### config.mk
export PLATFORM = sky130hd
export DESIGN_NAME = uart_pkt_decoder_flat
export DESIGN_NICKNAME = d
export VERILOG_FILES = /design/src/rtl/uart_pkt_decoder_if.sv /design/src/rtl/uart_pkt_decoder.sv /design/src/flat_wrapper.sv
export SDC_FILE = /design/constraint.sdc
export NUM_CORES = 1
export LEC_CHECK = 0
export BUFFER_PORTS_ARGS = -buffer_cell sky130_fd_sc_hd__clkbuf_2
export CAP_MARGIN = 20
export CORE_UTILIZATION = 48
export CTS_CLUSTER_DIAMETER = 40
export DETAILED_ROUTE_END_ITERATION = 7
export GPL_TIMING_DRIVEN = 0
export SYNTH_ARGS = -nofsm -noshare
export SYNTH_HDL_FRONTEND = slang
export SYNTH_SLANG_ARGS = --single-unit
### constraint.sdc
create_clock -name clk -period 3.6 [get_ports clk]
set_input_delay 0.36 -clock clk [delete_from_list [all_inputs] [get_ports clk]]
set_output_delay 0.36 -clock clk [all_outputs]
set_load 0.03 [all_outputs]
### src/rtl/uart_pkt_decoder_if.sv
// Byte-stream bundle between uart_rx, the packet decoder and its downstream consumer.
// master drives received bytes and out_ready; slave is the decoder.
interface uart_pkt_decoder_if;
  logic [7:0] in_data;
  logic       in_valid;
  logic       in_ready;
  logic [7:0] out_data;
  logic       out_valid;
  logic       out_last;
  logic       out_ready;
  logic       pkt_ok;
  logic       pkt_err;
  logic [1:0] err_code;

  modport master (
    output in_data, in_valid, out_ready,
    input  in_ready, out_data, out_valid, out_last, pkt_ok, pkt_err, err_code
  );

  modport slave (
    input  in_data, in_valid, out_ready,
    output in_ready, out_data, out_valid, out_last, pkt_ok, pkt_err, err_code
  );
endinterface

### src/rtl/uart_pkt_decoder.sv
// Store-and-forward decoder for SYNC/LEN/payload/XOR-checksum frames from uart_rx.
// Only checksum-clean payloads are replayed downstream; bad or stalled frames are dropped.
module uart_pkt_decoder #(
  parameter int         MAX_LEN        = 16,
  parameter logic [7:0] SYNC           = 8'hA5,
  parameter int         TIMEOUT_CYCLES = 50000
) (
  input  logic              clk,
  input  logic              rst,
  uart_pkt_decoder_if.slave bus
);

  localparam int               IDX_W     = (MAX_LEN > 1) ? $clog2(MAX_LEN) : 1;
  localparam int               CNT_W     = $clog2(TIMEOUT_CYCLES + 1);
  localparam logic [7:0]       MAX_LEN_B = 8'(MAX_LEN);
  localparam logic [CNT_W-1:0] TO_MAX    = CNT_W'(TIMEOUT_CYCLES);
  localparam logic [CNT_W-1:0] TO_LAST   = CNT_W'(TIMEOUT_CYCLES - 1);
  localparam logic [CNT_W-1:0] CNT_ONE   = CNT_W'(1);
  localparam logic [IDX_W-1:0] IDX_ONE   = IDX_W'(1);

  localparam logic [1:0] ERR_CHK = 2'd1;
  localparam logic [1:0] ERR_LEN = 2'd2;
  localparam logic [1:0] ERR_TO  = 2'd3;

  typedef enum logic [2:0] {
    ST_IDLE,
    ST_LEN,
    ST_PAYLOAD,
    ST_CHK,
    ST_DRAIN
  } state_t;

  state_t           state;
  logic [IDX_W-1:0] idx;
  logic [CNT_W-1:0] to_cnt;
  logic [7:0]       len_r;
  logic [7:0]       chk;
  logic [7:0]       pay_buf [MAX_LEN];

  logic       out_valid_r;
  logic       out_last_r;
  logic [7:0] out_data_r;
  logic       pkt_ok_r;
  logic       pkt_err_r;
  logic [1:0] err_code_r;

  logic             accept;
  logic             xfer;
  logic             in_pkt;
  logic             timeout_hit;
  logic             len_bad;
  logic             idx_at_end;
  logic [IDX_W-1:0] idx_nxt;
  logic [7:0]       len_m1;

  function automatic logic [CNT_W-1:0] sat_inc(input logic [CNT_W-1:0] v);
    return (v >= TO_MAX) ? TO_MAX : v + CNT_ONE;
  endfunction

  assign bus.in_ready = (state != ST_DRAIN);
  assign accept       = bus.in_valid && bus.in_ready;
  assign xfer         = out_valid_r && bus.out_ready;
  assign in_pkt       = state inside {ST_LEN, ST_PAYLOAD, ST_CHK};
  // A byte accepted on the deadline edge wins over the timeout.
  assign timeout_hit  = in_pkt && !accept && (to_cnt == TO_LAST);
  assign len_bad      = (bus.in_data == 8'd0) || (bus.in_data > MAX_LEN_B);
  assign len_m1       = len_r - 8'd1;
  assign idx_at_end   = (8'(idx) == len_m1);
  assign idx_nxt      = idx + IDX_ONE;

  always_ff @(posedge clk or posedge rst) begin
    if (rst) begin
      state       <= ST_IDLE;
      idx         <= '0;
      to_cnt      <= '0;
      out_valid_r <= 1'b0;
      out_last_r  <= 1'b0;
      out_data_r  <= 8'd0;
      pkt_ok_r    <= 1'b0;
      pkt_err_r   <= 1'b0;
      err_code_r  <= 2'd0;
    end else begin
      pkt_ok_r   <= 1'b0;
      pkt_err_r  <= 1'b0;
      err_code_r <= 2'd0;
      case (state)
        ST_IDLE: begin
          if (accept && bus.in_data == SYNC) begin
            to_cnt <= '0;
            state  <= ST_LEN;
          end
        end
        ST_LEN: begin
          if (accept) begin
            to_cnt <= '0;
            if (len_bad) begin
              pkt_err_r  <= 1'b1;
              err_code_r <= ERR_LEN;
              state      <= ST_IDLE;
            end else begin
              idx   <= '0;
              state <= ST_PAYLOAD;
            end
          end
        end
        ST_PAYLOAD: begin
          if (accept) begin
            to_cnt <= '0;
            if (idx_at_end) state <= ST_CHK;
            else            idx   <= idx_nxt;
          end
        end
        ST_CHK: begin
          if (accept) begin
            to_cnt <= '0;
            if (bus.in_data == chk) begin
              pkt_ok_r    <= 1'b1;
              idx         <= '0;
              out_valid_r <= 1'b1;
              out_data_r  <= pay_buf[0];
              out_last_r  <= (len_r == 8'd1);
              state       <= ST_DRAIN;
            end else begin
              pkt_err_r  <= 1'b1;
              err_code_r <= ERR_CHK;
              state      <= ST_IDLE;
            end
          end
        end
        ST_DRAIN: begin
          if (xfer) begin
            if (out_last_r) begin
              out_valid_r <= 1'b0;
              out_last_r  <= 1'b0;
              out_data_r  <= 8'd0;
              state       <= ST_IDLE;
            end else begin
              idx        <= idx_nxt;
              out_data_r <= pay_buf[idx_nxt];
              out_last_r <= (8'(idx_nxt) == len_m1);
            end
          end
        end
        default: state <= ST_IDLE;
      endcase

      // Idle-gap watchdog shared by every in-packet state; overrides the case above.
      if (timeout_hit) begin
        pkt_err_r  <= 1'b1;
        err_code_r <= ERR_TO;
        state      <= ST_IDLE;
        to_cnt     <= sat_inc(to_cnt);
      end else if (in_pkt && !accept) begin
        to_cnt <= sat_inc(to_cnt);
      end
    end
  end

  // Payload store, length and running checksum carry no reset; state gates their use.
  always_ff @(posedge clk) begin
    if (accept) begin
      case (state)
        ST_LEN: begin
          len_r <= bus.in_data;
          chk   <= bus.in_data;
        end
        ST_PAYLOAD: begin
          pay_buf[idx] <= bus.in_data;
          chk          <= chk ^ bus.in_data;
        end
        default: ;
      endcase
    end
  end

  assign bus.out_valid = out_valid_r;
  assign bus.out_last  = out_last_r;
  assign bus.out_data  = out_data_r;
  assign bus.pkt_ok    = pkt_ok_r;
  assign bus.pkt_err   = pkt_err_r;
  assign bus.err_code  = err_code_r;

endmodule

### src/flat_wrapper.sv
// flat-port wrapper written by rule: the top's interface ports become plain ports
module uart_pkt_decoder_flat 
#(
  parameter int         MAX_LEN        = 16,
  parameter logic [7:0] SYNC           = 8'hA5,
  parameter int         TIMEOUT_CYCLES = 50000
)
  (clk, rst, bus_in_data, bus_in_valid, bus_out_ready, bus_in_ready, bus_out_data, bus_out_valid, bus_out_last, bus_pkt_ok, bus_pkt_err, bus_err_code);
  uart_pkt_decoder_if bus_i ();
  input  logic clk;
  input  logic rst;
  input wire logic [$bits(bus_i.in_data)-1:0] bus_in_data;
  input wire logic [$bits(bus_i.in_valid)-1:0] bus_in_valid;
  input wire logic [$bits(bus_i.out_ready)-1:0] bus_out_ready;
  output wire logic [$bits(bus_i.in_ready)-1:0] bus_in_ready;
  output wire logic [$bits(bus_i.out_data)-1:0] bus_out_data;
  output wire logic [$bits(bus_i.out_valid)-1:0] bus_out_valid;
  output wire logic [$bits(bus_i.out_last)-1:0] bus_out_last;
  output wire logic [$bits(bus_i.pkt_ok)-1:0] bus_pkt_ok;
  output wire logic [$bits(bus_i.pkt_err)-1:0] bus_pkt_err;
  output wire logic [$bits(bus_i.err_code)-1:0] bus_err_code;
  assign bus_i.in_data = bus_in_data;
  assign bus_i.in_valid = bus_in_valid;
  assign bus_i.out_ready = bus_out_ready;
  assign bus_in_ready = bus_i.in_ready;
  assign bus_out_data = bus_i.out_data;
  assign bus_out_valid = bus_i.out_valid;
  assign bus_out_last = bus_i.out_last;
  assign bus_pkt_ok = bus_i.pkt_ok;
  assign bus_pkt_err = bus_i.pkt_err;
  assign bus_err_code = bus_i.err_code;
  uart_pkt_decoder #(.MAX_LEN(MAX_LEN), .SYNC(SYNC), .TIMEOUT_CYCLES(TIMEOUT_CYCLES)) u_core (.clk(clk), .rst(rst), .bus(bus_i));
endmodule
==> reports/results.txt <==
Min-Delay Path Class - in2async
Root Buffer - clkbuf_16
Unrepaired setup endpoints after global routing - no
Largest net degree at the start of global routing - 38
CTS tree - built
CP Buf/Inv Count - 6
Aggregate negative setup slack - 0 ps
I/O Buffers - 26
Die Wd - 131.0 µm
Slowest-stage cell, CP - dfrtp_1
Static leakage - 3.157 nW
Worst IR Drop VDD - 0.3361 mV
H-tree Lvls - 4
Clock sinks - 181
Synth area leader - edfxtp_1
Ys Warns - 0
Post-synth top cells - edfxtp_1 (144), nor2_1 (44), dfrtp_1 (37)
Crit-path max cell delay - 380 ps
Antenna Nets Post-Route - 0
WL per Instance - 21.00 µm
GP Congestion - 0.8170
CP max FO - 10
Vias per cell - 5.816
Final Hold Fails - 0
Combinational share of power - 1.7%
Total net switching power - 0.0008913 W
Vias post-DR - 4798
Global-route wire length before repair - 26.75 mm
Synthesized cell area - 7990 µm²
Syn_nets - 565
Hold slack - 52.66 ps
DP HPWL - 11.40 mm
Residual DRC - 0
Die area - 17170 µm²
MaxCap Viol Count - 0
Initial antenna violation count - 0
Critical path's top delay family - buffers and inverters
Skew-Pair Late Insertion Delay - 440 ps
Crit path kind - reg2reg
Number of synthesized flops with an enable pin - 144
Crit path DAT - 3600 ps
Vias in the first global route - 4644
Register area share after synthesis - 65.71%
Core area - 16060 µm²
Synth cell types - 54
Fin util - 56.46%
Slew @ Worst Pin - 891.7 ps
Sw frac - 21.18%
Most common cell in the synthesized netlist - edfxtp_1
Total CTS buffers - 17
Yosys top cell area share - 54.12%
Worst Setup Start Kind - flip-flop
Final nets - 616
Tcrit/Tclk final - 91.81%
Flop pwr share - 54.0%
Routed wire length - 17.33 mm
Ys flop type - edfxtp_1
Gr ovfl total - 0
CP required - 3900 ps
Area grow syn2layout - 13.47%
Fraction of layout cells with a size suffix above 1 - 20.36%
Skew final - 10.32 ps
Worst Setup End Kind - flip-flop
Cell Chain, Critical Path - buf_4 -> buf_6 -> buf_6 -> inv_1 -> ha_1 -> buf_2 -> clkbuf_4 -> mux4_2 -> nor2b_1 -> a211oi_2 -> a21oi_1 -> a22oi_1 -> a21oi_1
Die H - 131.0 µm
Post-Synthesis Cells - 545
Postcts setup bufs - 0
Yosys reg bits - 181
Initial DRC count - 385
Top post-synthesis cells by area - edfxtp_1 (54%), dfrtp_1 (12%), mux4_2 (9.0%)
Filler instances - 1289
Rows - 46
Reg clk slew, reported paths - 70 ps
Initial core utilization - 49.76%
Mapped Avg Cell Area - 14.66 µm²
Final Slew Violations - 0
Max Buffers Root-to-Sink - 2
Power Density - 464.2 nW/µm²
Final setup violation count - 0
Io pins - 27
Post-synth ARST share - 20.44%
Internal Power - 0.003317 W
Ant. Diodes - 0
Max Clk Rate - 0.3025 GHz
Status - finished clean
GRT Total Usage - 21.97%
Min Tclk post-route - 3305 ps
Clock Power Share - 44.3%
Slew headroom - 40.35%
First-pass DRT Iterations - 6
metal layers:
| metal | vias to the layer above | GRT usage, % | routed length (µm) |
|---|---|---|---|
| met5 | - | 0 | 0 |
| met1 | 2461 | 30.45 | 7928 |
| met4 | 0 | 7.370 | 230 |
| met2 | 123 | 34.92 | 8335 |
| met3 | 18 | 4.397 | 831 |
| li1 | 2196 | - | - |
worst register-to-register path: stages, from the launching register on:
cell      delay [ps]
dfrtp_1          380
buf_4            250
buf_6            210
buf_6            200
inv_1             90
ha_1             270
buf_2            210
clkbuf_4         280
mux4_2           310
nor2b_1          170
a211oi_2         300
a21oi_1           70
a22oi_1          310
a21oi_1          120
cell usage in the layout (no fill, tap or decap), types with 9 or more instances in the layout:
cell type / netlist / final
a21oi_1: 31 / 31
clkbuf_1: 10 / 9
clkbuf_16: 0 / 17
clkbuf_2: 0 / 27
dfrtp_1: 37 / 37
edfxtp_1: 144 / 144
inv_1: 15 / 14
mux2i_1: 10 / 10
mux4_2: 32 / 32
nand2_1: 26 / 26
nand3_1: 12 / 12
nor2_1: 44 / 44
nor2b_1: 10 / 10
nor3_1: 15 / 15
nor4_1: 10 / 10
o21ai_0: 13 / 13
o21ai_1: 11 / 11
xnor2_1: 17 / 17
xor2_1: 14 / 14
final cells by class:
class	instances	area (µm²)	share of cell area (%)
Sequential cell	181	5250	57.91
Multi-Input combinational cell	322	2570	28.35
Clock buffer	17	425.4	4.692
Tap cell	216	270.3	2.981
Timing Repair Buffer	32	172.7	1.905
Clock inverter	15	168.9	1.863
Buffer	26	148.9	1.642
Inverter	16	60.06	0.6624
registers in the layout, indices dropped and copies added (netlist names), 2 cells and up:
name	count
u_core.state	3
u_core.to_cnt	16
u_core.bus.err_code	2
u_core.idx	4
u_core.pay_buf	128
u_core.len_r	8
u_core.chk	8
u_core.bus.out_data	8
path summary, 6_finish.rpt:
check	start	endpoint	slack, ps	cells past startpoint
max in group asynchronous	rst	u_core.idx[1]$_DFFE_PP0P_	3040	2
worst max-delay path	u_core.idx[0]$_DFFE_PP0P_	u_core.bus.out_data[2]$_DFFE_PP0P_	290	13
worst min-delay path	rst	u_core.bus.out_data[7]$_DFFE_PP0P_	50	2
worst max register to register	u_core.idx[0]$_DFFE_PP0P_	u_core.bus.out_data[2]$_DFFE_PP0P_	290	13
min in group clk	bus_out_ready	u_core.bus.out_valid$_DFFE_PP0P_	280	3
worst min register to register	u_core.bus.out_data[4]$_DFFE_PP0P_	u_core.bus.out_data[4]$_DFFE_PP0P_	540	2
timing repair:
action | 4_1_cts | 5_1_grt
hold buffers | 0 | 0
endpoints found under the hold margin | 0 | 0
gates resized for setup | 1 | 9
endpoints found under the setup margin | 2 | 9
cloned | 0 | 0
logic make-up after synthesis:
family	synth area share, %
compound gates	7.219
buf+inv	2.443
flops	65.71
fa+ha+maj	1.253
simple gates	9.427
mux	10.55
xor+xnor	3.398
stage by stage:
stage                     power, W  worst slack, ps  instances  instance area [µm²]
after floorplan           0.002339            798.9        545                 7990
after global placement    0.002385           -115.0        787                 8391
after detailed placement  0.002388           -105.2        792                 8426
after CTS                 0.004239            23.06        824                 9021
after global routing      0.004325            46.37        825                 9066
final                     0.004208            294.7        825                 9066
power groups by stage:
stage | logic (W) | clock network [W] | registers, W
2_1_floorplan | 0.0000251 | 0 | 0.00231
3_3_place_gp | 0.0000698 | 0 | 0.00232
3_5_place_dp | 0.0000726 | 0 | 0.00232
4_1_cts | 0.0000729 | 0.00190 | 0.00227
5_1_grt | 0.0000787 | 0.00198 | 0.00227
6_report | 0.0000710 | 0.00187 | 0.00227
No activity file was read; power rests on OpenSTA's default activity.
